**src/rtl/seq_counter_flags_pkg.sv**
```systemverilog
// Shared sizing defaults and the request-flag vector type for the sequencing block.
// Combinational definitions only; nothing here carries state or flow control.
package seq_pkg;

  localparam int CNT_WIDTH_DEF = 4;
  localparam int N_FLAG_DEF    = 5;

  typedef logic [N_FLAG_DEF-1:0] flag_vec_t;

endpackage

```
**src/rtl/seq_counter_flags_if.sv**
```systemverilog
// Control/status bundle between the decode logic (master) and the sequencing block (slave).
// Registered outputs update one edge after their inputs; no backpressure, inputs are sampled every edge.
interface seq_counter_flags_if #(
  parameter int WIDTH  = seq_pkg::CNT_WIDTH_DEF,
  parameter int N_FLAG = seq_pkg::N_FLAG_DEF
);

  logic              cnt_clear;
  logic              cnt_write;
  logic              cnt_tick;
  logic              cnt_countdown;
  logic [WIDTH-1:0]  cnt_in;
  logic [WIDTH-1:0]  cnt_out;
  logic [N_FLAG-1:0] flag_set;
  logic [N_FLAG-1:0] flag_rst;
  logic [N_FLAG-1:0] flag_out;
  logic              en_set;
  logic              en_rst;
  logic              en_out;
  logic [N_FLAG-1:0] flag_masked;
  logic              pending;

  modport master (
    output cnt_clear, cnt_write, cnt_tick, cnt_countdown, cnt_in,
    output flag_set, flag_rst, en_set, en_rst,
    input  cnt_out, flag_out, en_out, flag_masked, pending
  );

  modport slave (
    input  cnt_clear, cnt_write, cnt_tick, cnt_countdown, cnt_in,
    input  flag_set, flag_rst, en_set, en_rst,
    output cnt_out, flag_out, en_out, flag_masked, pending
  );

endinterface

```
**src/rtl/seq_counter_flags_sr_flag.sv**
```systemverilog
// Single clocked set/reset bit; clear dominates set, rst forces RST_VAL.
// One-edge latency; no backpressure.
module sr_flag #(
  parameter bit RST_VAL = 1'b0
) (
  input  logic clk,
  input  logic rst,
  input  logic set,
  input  logic clr,
  output logic q
);

  always_ff @(posedge clk) begin
    if (rst) begin
      q <= RST_VAL;
    end else if (clr) begin
      q <= 1'b0;
    end else if (set) begin
      q <= 1'b1;
    end
  end

endmodule

```
**src/rtl/seq_counter_flags.sv**
```systemverilog
// Micro-cycle up/down counter plus request flags and a global enable for interrupt decode.
// Registered state has one-edge latency, masked/pending are combinational; no backpressure.
module seq_counter_flags
  import seq_pkg::*;
#(
  parameter int WIDTH      = CNT_WIDTH_DEF,
  parameter int N_FLAG     = N_FLAG_DEF,
  parameter bit EN_RST_VAL = 1'b1
) (
  input logic              clk,
  input logic              rst,
  seq_counter_flags_if.slave bus
);

  logic [WIDTH-1:0]  cnt_q;
  logic [WIDTH-1:0]  cnt_d;
  logic [N_FLAG-1:0] flag_q;
  logic              en_q;

  // Priority clear > write > tick; arithmetic wraps modulo 2^WIDTH.
  always_comb begin
    cnt_d = cnt_q;
    if (bus.cnt_clear) begin
      cnt_d = '0;
    end else if (bus.cnt_write) begin
      cnt_d = bus.cnt_in;
    end else if (bus.cnt_tick) begin
      cnt_d = bus.cnt_countdown ? cnt_q - WIDTH'(1) : cnt_q + WIDTH'(1);
    end
  end

  always_ff @(posedge clk) begin
    if (rst) begin
      cnt_q <= '0;
    end else begin
      cnt_q <= cnt_d;
    end
  end

  for (genvar i = 0; i < N_FLAG; i++) begin : g_flag
    sr_flag #(
      .RST_VAL(1'b0)
    ) u_flag (
      .clk (clk),
      .rst (rst),
      .set (bus.flag_set[i]),
      .clr (bus.flag_rst[i]),
      .q   (flag_q[i])
    );
  end

  sr_flag #(
    .RST_VAL(EN_RST_VAL)
  ) u_en (
    .clk (clk),
    .rst (rst),
    .set (bus.en_set),
    .clr (bus.en_rst),
    .q   (en_q)
  );

  assign bus.cnt_out     = cnt_q;
  assign bus.flag_out    = flag_q;
  assign bus.en_out      = en_q;
  assign bus.flag_masked = flag_q & {N_FLAG{en_q}};
  assign bus.pending     = |(flag_q & {N_FLAG{en_q}});

endmodule

```
**src/flat_wrapper.sv**
```systemverilog
// flat-port wrapper written by rule: the top's interface ports become plain ports
module seq_counter_flags_flat import seq_pkg::*;
#(
  parameter int WIDTH      = CNT_WIDTH_DEF,
  parameter int N_FLAG     = N_FLAG_DEF,
  parameter bit EN_RST_VAL = 1'b1
)
  (clk, rst, bus_cnt_clear, bus_cnt_write, bus_cnt_tick, bus_cnt_countdown, bus_cnt_in, bus_flag_set, bus_flag_rst, bus_en_set, bus_en_rst, bus_cnt_out, bus_flag_out, bus_en_out, bus_flag_masked, bus_pending);
  seq_counter_flags_if #(.WIDTH(WIDTH), .N_FLAG(N_FLAG)) bus_i ();
  input logic clk;
  input logic rst;
  input wire logic [$bits(bus_i.cnt_clear)-1:0] bus_cnt_clear;
  input wire logic [$bits(bus_i.cnt_write)-1:0] bus_cnt_write;
  input wire logic [$bits(bus_i.cnt_tick)-1:0] bus_cnt_tick;
  input wire logic [$bits(bus_i.cnt_countdown)-1:0] bus_cnt_countdown;
  input wire logic [$bits(bus_i.cnt_in)-1:0] bus_cnt_in;
  input wire logic [$bits(bus_i.flag_set)-1:0] bus_flag_set;
  input wire logic [$bits(bus_i.flag_rst)-1:0] bus_flag_rst;
  input wire logic [$bits(bus_i.en_set)-1:0] bus_en_set;
  input wire logic [$bits(bus_i.en_rst)-1:0] bus_en_rst;
  output wire logic [$bits(bus_i.cnt_out)-1:0] bus_cnt_out;
  output wire logic [$bits(bus_i.flag_out)-1:0] bus_flag_out;
  output wire logic [$bits(bus_i.en_out)-1:0] bus_en_out;
  output wire logic [$bits(bus_i.flag_masked)-1:0] bus_flag_masked;
  output wire logic [$bits(bus_i.pending)-1:0] bus_pending;
  assign bus_i.cnt_clear = bus_cnt_clear;
  assign bus_i.cnt_write = bus_cnt_write;
  assign bus_i.cnt_tick = bus_cnt_tick;
  assign bus_i.cnt_countdown = bus_cnt_countdown;
  assign bus_i.cnt_in = bus_cnt_in;
  assign bus_i.flag_set = bus_flag_set;
  assign bus_i.flag_rst = bus_flag_rst;
  assign bus_i.en_set = bus_en_set;
  assign bus_i.en_rst = bus_en_rst;
  assign bus_cnt_out = bus_i.cnt_out;
  assign bus_flag_out = bus_i.flag_out;
  assign bus_en_out = bus_i.en_out;
  assign bus_flag_masked = bus_i.flag_masked;
  assign bus_pending = bus_i.pending;
  seq_counter_flags #(.WIDTH(WIDTH), .N_FLAG(N_FLAG), .EN_RST_VAL(EN_RST_VAL)) u_core (.clk(clk), .rst(rst), .bus(bus_i));
endmodule
```
**config.mk**
```make
export PLATFORM = sky130hd
export DESIGN_NAME = seq_counter_flags_flat
export DESIGN_NICKNAME = d
export VERILOG_FILES = /design/src/rtl/seq_counter_flags_pkg.sv /design/src/rtl/seq_counter_flags_if.sv /design/src/rtl/seq_counter_flags_sr_flag.sv /design/src/rtl/seq_counter_flags.sv /design/src/flat_wrapper.sv
export SDC_FILE = /design/constraint.sdc
export NUM_CORES = 1
export LEC_CHECK = 0
export BUFFER_PORTS_ARGS = -buffer_cell sky130_fd_sc_hd__buf_2
export CORE_UTILIZATION = 36
export DETAILED_ROUTE_END_ITERATION = 7
export PLACE_DENSITY_LB_ADDON = 0.1
export SYNTH_ARGS = -nofsm -noshare
export SYNTH_HDL_FRONTEND = slang
export SYNTH_SLANG_ARGS = --single-unit
```
**constraint.sdc**
```tcl
create_clock -name clk -period 1.4 [get_ports clk]
set_input_delay 0.28 -clock clk [delete_from_list [all_inputs] [get_ports clk]]
set_output_delay 0.28 -clock clk [all_outputs]
set_load 0.02 [all_outputs]
```
# Yosys cells after proc, flatten, opt, wreduce, memory -nomap -nowiden
# Cells that the tools add are included.
dict set report totals {
  regBits 10
  output_inout_bits 16
  word_cells 24
  input_bits 22
}
dict set report op_classes {
  n_addsub 2
  reduce_logical 9
  n_mux 5
  bitwise 1
}
# operator count
set op_table {}
lappend op_table {{$mux 4} 3}
lappend op_table {{$reduce_or 2->1} 6}
lappend op_table {{$and 5x5->5} 1}
lappend op_table {{$reduce_or 5->1} 1}
lappend op_table {{$add 4x1->4 const B} 1}
lappend op_table {{$reduce_bool 2->1} 2}
lappend op_table {{$sub 4x1->4 const B} 1}
lappend op_table {{$mux 1} 2}

# Logic depth before layout (Yosys ltp)
# Gate-level depths: netlist of run 1.
dict set report logic_depth {
  ltp_word 4
  ltp_mapped 5
  ltp_nobuf 5
}

# Modules after synthesis
# A second synthesis of run 1 with hierarchy kept.
dict set report unflattened {
  hier_cells 59
  hier_area_um2 559.3
}
# mod instances seq_area_each_um2 area_each_um2 cells_each
set by_module_without_submodules {}
lappend by_module_without_submodules {seq_counter_flags 1 80.1 355.3 41}
lappend by_module_without_submodules {{sr_flag at u_core.g_flag[0].u_flag ...} 5 20.0 33.8 3}
lappend by_module_without_submodules {{sr_flag at u_core.u_en} 1 20.0 35.0 3}

# Worst setup path before layout of run 1
# OpenSTA, ideal clock, no wires.
dict set report synth_timing {
  kind {register -> output}
  from {register u_core.u_en.q}
  to {output port bus_pending}
  path_buffers 0
  path_slack_ns -0.290
  required_ns 1.120
  arrival_time_ns 1.410
  path_stages_with_launch 4
  path_cell_list {dfxtp_1 -> and2_1 -> nor2_1 -> or4b_2}
}
dict set report synth_via {
  elab_chain_len 2
}
# element line_no
set synth_rtl {}
lappend synth_rtl {{from (decl)} seq_counter_flags_sr_flag.sv:10} ;# output logic q
lappend synth_rtl {{from (signal assigned)} seq_counter_flags_sr_flag.sv:15} ;# q <= RST_VAL;
lappend synth_rtl {{from (signal assigned)} seq_counter_flags_sr_flag.sv:17} ;# q <= 1'b0;
lappend synth_rtl {{from (signal assigned)} seq_counter_flags_sr_flag.sv:19} ;# q <= 1'b1;
lappend synth_rtl {{$and 5x5->5} -}
lappend synth_rtl {{via bus_flag_masked[0]} flat_wrapper.sv:24} ;# output wire logic [$bits(bus_i.flag_masked)-1:0] bus_flag_masked;
lappend synth_rtl {{$reduce_or 5->1} seq_counter_flags.sv:66} ;# assign bus.pending = |(flag_q & {N_FLAG{en_q}});
lappend synth_rtl {{to (decl)} flat_wrapper.sv:25} ;# output wire logic [$bits(bus_i.pending)-1:0] bus_pending;
# The timed path passes the listed nets, and every way through them passes these cells.

# Worst setup path after layout of run 1
dict set report layout_timing {
  from {register u_core.u_en.q}
  to {output port bus_pending}
}
dict set report layout_via {
  elab_chain_len 2
}
# element line_no
set layout_rtl {}
lappend layout_rtl {{$and 5x5->5} seq_counter_flags.sv:66}
lappend layout_rtl {{$reduce_or 5->1} seq_counter_flags.sv:66}
# No other way between the ends.

==> flow_summary_export.csv, run 1 <==
group,metric,value,unit
status,run_status,"complete, but fails checks",
status,violations_in_the_final_reports,"negative setup slack",
logic_synthesis,post_synth_fa_ha_maj_area_fraction,0.0788,
cells_and_area,layout-drive-gt1-share,0.611,
clock_network,root_buffer,"sky130_fd_sc_hd__clkbuf_4",
floorplanning,design.die.area,1750,µm²
worst_hold_path,worstHoldPathType,"in -> reg",
logic_synthesis,ys_types,29,
place,io_buffers,37,
run,max-cap-violations,0,
logic_synthesis,synth_edf_count,0,
global_routing,grt_use_met3,0.0304,
critical_path,cp_num_buf_inv,1,
timing,tightest_slew,0.304,ns
clock_network,worst_setup_hold_path_clk_slew,0.07,ns
cells_and_area,leading_cell_types_in_the_layout_fill_and_taps_excluded,"sky130_fd_sc_hd__buf_2 (36), sky130_fd_sc_hd__buf_4 (10), sky130_fd_sc_hd__nor2_1 (7), sky130_fd_sc_hd__dfxtp_1 (7), sky130_fd_sc_hd__nor3_1 (6)",
logic_synthesis,postSynthNetCount,90,
route,detail_route.wl_per_cell,10.7,µm
pwr,powerDensity,829,nW/µm²
global_routing,global_route.usage.met1,0.236,
logic_synthesis,synth_simple_gate_area_share,0.260,
global_routing,largest_net_degree_at_the_start_of_global_routing,12,
pwr,sw_frac_of_total,0.292,
cells_and_area,layout.cells.most_common,"sky130_fd_sc_hd__buf_2",
timing,timing.final.crit_period,1.74,ns
global_routing,grt_use_total,0.159,
route,wl,1.32,mm
global_routing,grt_antenna_before_repair,0,
timing,fin_hold_ws,0.176,ns
critical_path,worstSetupEndpointType,"primary output",
timing,final_setup_violating_endpoints,1,
floorplanning,core_area,1490,µm²
timing,period_utilisation_layout,1.25,
cells_and_area,layoutNonFillerInstCount,124,
clock_network,max-clock-path-buffers,2,
logic_synthesis,synth_warnings,0,
route,drtAntennaViolNets,0,
logic_synthesis,synth-xor-area-share,0.0460,
cells_and_area,area.growth.synth_to_final,52.5,%
critical_path,timing.critical_path.slowest_cell_delay,0.46,ns
timing,finalHoldViolations,0,
pwr,switchingPower,0.000211,W
route,vias_per_cell,4.65,
global_routing,grt_pass1_wl,2.11,mm
cells_and_area,diode_count,0,
floorplanning,die_w,41.9,µm
timing,timing.clock.skew,0.000284,ns
critical_path,critical-path-top-delay-family,"simple AND/OR/NAND/NOR gates",
timing,maxSlewViolCount,0,
pwr,vdd_ir_drop_max,563,µV
logic_synthesis,main_combinational_cell_family_by_area_after_synthesis,"simple AND/OR/NAND/NOR gates",
logic_synthesis,synthesis.instances,65,
route,detailedRoute.firstIterationViolations,8,
logic_synthesis,postSynth.asyncResetShare,0,
logic_synthesis,synthMuxAreaShare,0.0175,
global_routing,grt.busiest_layer,"met1",
logic_synthesis,register_area_share_after_synthesis,0.350,
place,numPlacedInstances,120,
logic_synthesis,synth-seq-cells,10,
pwr,power,0.000723,W
route,routed-via-count,576,
timing,grt_setup_unrepaired,"true",
floorplanning,boundaryPins,38,
route,drt_drc_violations_left,0,
logic_synthesis,syn_avg_cell_area,8.80,µm²
critical_path,worstPathRequired,1.12,ns
clock_network,clock_sinks,10,
pwr,part_of_the_total_power_dissipated_in_the_clock_network,0.290,
logic_synthesis,synth_flop_cell,"sky130_fd_sc_hd__dfxtp_1",
cells_and_area,layout.nets,134,
global_routing,first_global_vias,504,
clock_network,clock_insertion_delay_worst_skew,0.26,ns
global_routing,grt_overflow_total,0,
logic_synthesis,synth_area,572,µm²
global_routing,gr-usage-met2,0.206,
pwr,cellLeakagePower,0.454,nW
critical_path,worstPathCellList,"and2_4, nor2_2, or4b_4, buf_6",
clock_network,post-cts-setup-buffer-count,0,
floorplanning,starting_utilization_of_the_core_area,0.384,
floorplanning,floorplan.rows,14,
pwr,internal-power,0.000511,W
timing,setup_ws,-0.345,ns
logic_synthesis,yosysTopAreaCellShare,0.350,
timing,slew-limit-headroom,0.792,
logic_synthesis,synth_area_leader_cell,"sky130_fd_sc_hd__dfxtp_1",
pwr,combPwrFrac,0.284,
critical_path,crit_path_top_delay_cell,"sky130_fd_sc_hd__or4b_4",
floorplanning,overall_die_height,41.9,µm
critical_path,wp_data_arrival,1.46,ns
clock_network,cts_inserted_buffers,3,
logic_synthesis,biggest_area_contributors_in_the_synthesized_netlist,"sky130_fd_sc_hd__dfxtp_1 (35%), sky130_fd_sc_hd__buf_4 (6.6%), sky130_fd_sc_hd__and2_1 (5.5%)",
place,detailed_place_hpwl,1.02,mm
route,dr.pass1.iters,4,
clock_network,cts_tree,"done",
timing,maxClockFrequency,573,MHz
place,gp_congestion,0.765,
critical_path,type_of_origin_of_the_critical_path,"flip-flop",
critical_path,crit_path_max_fanout,7,
clock_network,cts_htree_levels,1,
logic_synthesis,synth-compound-area-share,0.120,
critical_path,crit_path_class,"reg -> out",
pwr,share_seq_of_total_power,0.426,
==> logic make-up after synthesis <==
| family | count (synthesis) |
|---|---|
| buf+inv | 12 |
| fa+ha+maj | 3 |
| xor+xnor | 3 |
| simple gates | 27 |
| compound gates | 9 |
| flops | 10 |
| mux | 1 |
==> cell usage after synthesis (2+ instances only) <==
master                     number
sky130_fd_sc_hd__a211oi_1       2
sky130_fd_sc_hd__a21oi_1        2
sky130_fd_sc_hd__and2_1         5
sky130_fd_sc_hd__buf_4          5
sky130_fd_sc_hd__dfxtp_1       10
sky130_fd_sc_hd__ha_1           2
sky130_fd_sc_hd__inv_1          4
sky130_fd_sc_hd__nor2_1         8
sky130_fd_sc_hd__nor3_1         6
sky130_fd_sc_hd__xor2_1         2
==> worst reg2reg max path: stages (launching register included) <==
cell	delay (ns)
sky130_fd_sc_hd__dfxtp_4	0.35
sky130_fd_sc_hd__inv_2	0.05
sky130_fd_sc_hd__fa_2	0.42
sky130_fd_sc_hd__a211o_2	0.31
sky130_fd_sc_hd__a211oi_2	0.17
==> registers in the layout, summed over array words and instances, names as in the netlist <==
signal,count
u_core.u_en.q,1
u_core.bus.cnt_out,4
u_core.g_flag.u_flag.q,5
==> power groups by stage <==
stage | sequential [W] | combinational, W | clock [W]
2_1_floorplan | 0.000326 | 0.000108 | 0
3_5_place_dp | 0.000316 | 0.000192 | 0
3_3_place_gp | 0.000315 | 0.000190 | 0
4_1_cts | 0.000308 | 0.000199 | 0.000220
5_1_grt | 0.000310 | 0.000223 | 0.000228
6_report | 0.000308 | 0.000205 | 0.000210
==> timing repair <==
item,CTS,global route
gates resized for setup,4,2
pin swaps,5,2
setup endpoints to repair,3,3
hold buffers,0,0
==> path summary, 6_finish.rpt <==
path / from / end / slack [ns] / depth (start not counted)
worst max-delay path: u_core.u_en.q / bus_pending / -0.34 / 4
worst min-delay path: bus_flag_rst[1] / u_core.g_flag[1].u_flag.q / 0.18 / 2
worst max register to register: u_core.bus.cnt_out[0] / u_core.bus.cnt_out[1] / 0.02 / 4
worst min register to register: u_core.g_flag[3].u_flag.q / u_core.g_flag[3].u_flag.q / 0.51 / 2
==> routing by layer <==
layer	wire length [µm]	vias up
met5	0	-
met4	9	0
met3	89	2
met2	554	23
met1	669	243
li1	-	308
==> stage by stage <==
stage                     instance area (µm²)  setup slack (ns)  setup TNS [ns]   util
after CTS                                 862            -0.339          -0.360  0.579
after floorplan                           602           -0.0228         -0.0228      -
after detailed placement                  825           -0.0971          -0.227  0.554
final                                     872            -0.345          -0.345  0.586
after global routing                      872            -0.391          -0.466  0.586
after global placement                    825           -0.0675          -0.152  0.554
==> final cells by class <==
cell class	instances	area [µm²]
timing repair buffer	47	267
sequential	10	211
fill	140	617
clock buffer	4	26.3
multi-input combinational	43	333
inverter	4	15.0
tap	16	20.0
(Power assumes the default switching activity.)
==> inputs of run 2 (changes only) <==
--- a/config.mk
+++ b/config.mk
@@ -9,6 +9,7 @@
 export CORE_UTILIZATION = 36
 export DETAILED_ROUTE_END_ITERATION = 7
 export PLACE_DENSITY_LB_ADDON = 0.1
+export RECOVER_POWER = 100
 export SYNTH_ARGS = -nofsm -noshare
 export SYNTH_HDL_FRONTEND = slang
 export SYNTH_SLANG_ARGS = --single-unit
==> run 2 against run 1 <==
Against the previous run:
- the flow still finishes with violations (negative setup slack)
- global-route usage unchanged
- sequential power hardly changed
- cell count is the same
- worst hold slack about the same
- worst setup slack is essentially flat
- largest power group unchanged
==> flow_summary_export.csv, run 2 (synthesis results as in run 1) <==
group,metric,value,unit
status,run_status,"complete, but fails checks",
timing,grt_setup_unrepaired,"true",
pwr,combPwrFrac,0.284,
pwr,vdd_ir_drop_max,563,µV
pwr,powerDensity,829,nW/µm²
clock_network,clock_sinks,10,
critical_path,type_of_origin_of_the_critical_path,"flip-flop",
route,drt_drc_violations_left,0,
critical_path,crit_path_class,"reg -> out",
floorplanning,floorplan.rows,14,
route,drtAntennaViolNets,0,
cells_and_area,largest_register,"u_core.g_flag.u_flag.q",
timing,timing.setup.tns,-0.345,ns
critical_path,timing.critical_path.slowest_cell_delay,0.46,ns
cells_and_area,post-route-cell-area,872,µm²
worst_hold_path,hold-path-endpoint,"u_core.g_flag[1].u_flag.q",
cells_and_area,layout.cells.most_common,"sky130_fd_sc_hd__buf_2",
global_routing,first_global_vias,504,
cells_and_area,number_of_flip_flops_under_the_largest_register_name,5,
global_routing,grt_pass1_wl,2.11,mm
timing,slew-limit-headroom,0.792,
cells_and_area,leading_cell_types_in_the_layout_fill_and_taps_excluded,"sky130_fd_sc_hd__buf_2 (36), sky130_fd_sc_hd__buf_4 (8), sky130_fd_sc_hd__nor2_1 (7), sky130_fd_sc_hd__dfxtp_1 (7), sky130_fd_sc_hd__nor3_1 (6)",
place,gp_congestion,0.765,
floorplanning,die_w,41.9,µm
route,wl,1.32,mm
clock_network,cts_inserted_buffers,3,
clock_network,max-clock-path-buffers,2,
clock_network,worst_setup_hold_path_clk_slew,0.07,ns
critical_path,crit_path_top_delay_cell,"sky130_fd_sc_hd__or4b_4",
clock_network,root_buffer,"sky130_fd_sc_hd__clkbuf_4",
worst_hold_path,worstHoldPathCells,2,
critical_path,rr_startpoint,"u_core.bus.cnt_out[0]",
pwr,switchingPower,0.000212,W
global_routing,grt_overflow_total,0,
place,dpl_cell_area,825,µm²
route,detail_route.wl_per_cell,10.6,µm
pwr,share_seq_of_total_power,0.426,
route,vias_per_cell,4.64,
route,routed-via-count,575,
timing,final_setup_violating_endpoints,1,
timing,maxSlewViolCount,0,
clock_network,cts_htree_levels,1,
place,io_buffers,37,
critical_path,r2r_end,"u_core.bus.cnt_out[1]",
clock_network,clock_insertion_delay_worst_skew,0.26,ns
pwr,part_of_the_total_power_dissipated_in_the_clock_network,0.290,
global_routing,grt_use_total,0.159,
timing,maxClockFrequency,573,MHz
critical_path,worstPathRequired,1.12,ns
critical_path,wp_data_arrival,1.47,ns
critical_path,worstSetupEndpointType,"primary output",
status,violations_in_the_final_reports,"negative setup slack",
pwr,internal-power,0.000511,W
global_routing,grt_antenna_before_repair,0,
cells_and_area,area.growth.synth_to_final,52.5,%
timing,timing.clock.skew,0.000284,ns
pwr,power,0.000723,W
critical_path,reg2regPathDepth,4,
floorplanning,core_area,1490,µm²
timing,finalHoldViolations,0,
critical_path,crit_path_max_fanout,7,
timing,tightest_slew,0.304,ns
cells_and_area,layout.nets,134,
clock_network,post-cts-setup-buffer-count,0,
clock_network,cts_tree,"done",
pwr,cellLeakagePower,0.453,nW
cells_and_area,register_area,211,µm²
run,max-cap-violations,0,
cells_and_area,layout-drive-gt1-share,0.611,
worst_hold_path,worstHoldPathType,"in -> reg",
floorplanning,starting_utilization_of_the_core_area,0.384,
global_routing,largest_net_degree_at_the_start_of_global_routing,12,
floorplanning,overall_die_height,41.9,µm
pwr,sw_frac_of_total,0.293,
timing,period_utilisation_layout,1.25,
route,dr.pass1.iters,4,
cells_and_area,fill_cells,140,
place,detailed_place_hpwl,1.02,mm
timing,timing.final.crit_period,1.75,ns
critical_path,worstPathCellList,"and2_4, nor2_2, or4b_4, buf_6",
cells_and_area,multi_input_comb_area,333,µm²
route,detailedRoute.firstIterationViolations,8,
floorplanning,boundaryPins,38,
timing,setup_ws,-0.345,ns
critical_path,r2r_setup_slack,0.02,ns
worst_hold_path,timing.hold.worst.start,"bus_flag_rst[1]",
cells_and_area,diode_count,0,
floorplanning,design.die.area,1750,µm²
[run 2: cell count changes in the layout (fill, tap and decap cells not counted)]
cell	before	now
sky130_fd_sc_hd__clkbuf_4	3	5
sky130_fd_sc_hd__buf_4	10	8
[run 2: cell type report]
| type | count | share of cell area |
|---|---|---|
| sequential | 10 | 0.242 |
| timing repair buffer | 47 | 0.306 |
| inverter | 4 | 0.0172 |
| tap | 16 | 0.0230 |
| clock buffer | 4 | 0.0301 |
| multi-input combinational | 43 | 0.382 |
[run 2: worst max path at each step]
stage                                startpoint                     to  slack [ns]  cells after the start
after floorplan           u_core.bus.cnt_out[1]  u_core.bus.cnt_out[1]       -0.02                      4
after global placement        bus_cnt_countdown  u_core.bus.cnt_out[2]       -0.07                      6
after detailed placement      bus_cnt_countdown  u_core.bus.cnt_out[2]        -0.1                      6
after CTS                         u_core.u_en.q            bus_pending       -0.34                      4
after global routing              u_core.u_en.q            bus_pending       -0.39                      4
final                             u_core.u_en.q            bus_pending       -0.35                      4
[run 2: per-layer routing]
metal	GRT usage	up-vias	part of all wire
met4	0.0968	0	0.0068
met1	0.236	242	0.50
met5	0	-	0
li1	-	308	-
met3	0.0304	2	0.068
met2	0.206	23	0.42
[run 2: repair_timing]
| item | CTS | global route |
|---|---|---|
| endpoints found under the setup margin | 3 | 3 |
| pin swaps | 5 | 2 |
| cloned | 0 | 0 |
| hold buffers | 0 | 0 |
| gates resized for setup | 4 | 2 |
[run 2: through the flow]
step                hold WS [ns]  std cells  setup slack, ns   util
floorplan                  0.335         65          -0.0228      -
global placement           0.441        120          -0.0675  0.554
detailed placement         0.446        120          -0.0971  0.554
CTS                        0.164        124           -0.339  0.579
global route               0.170        124           -0.391  0.586
finish                     0.175        124           -0.345  0.586
[run 2: critical path: cells and delay by family, from the launching register on]
kind                   cells  cell delay, ns
DFF                        1            0.37
buffers and inverters      1            0.15
and+or+nand+nor            3            0.69
[run 2: power groups by stage]
stage / Clock (W) / Combinational, W / Sequential, W
3_5_place_dp: 0 / 0.000192 / 0.000316
5_1_grt: 0.000228 / 0.000223 / 0.000310
4_1_cts: 0.000220 / 0.000199 / 0.000308
6_report: 0.000210 / 0.000205 / 0.000308
3_3_place_gp: 0 / 0.000190 / 0.000315
2_1_floorplan: 0 / 0.000108 / 0.000326
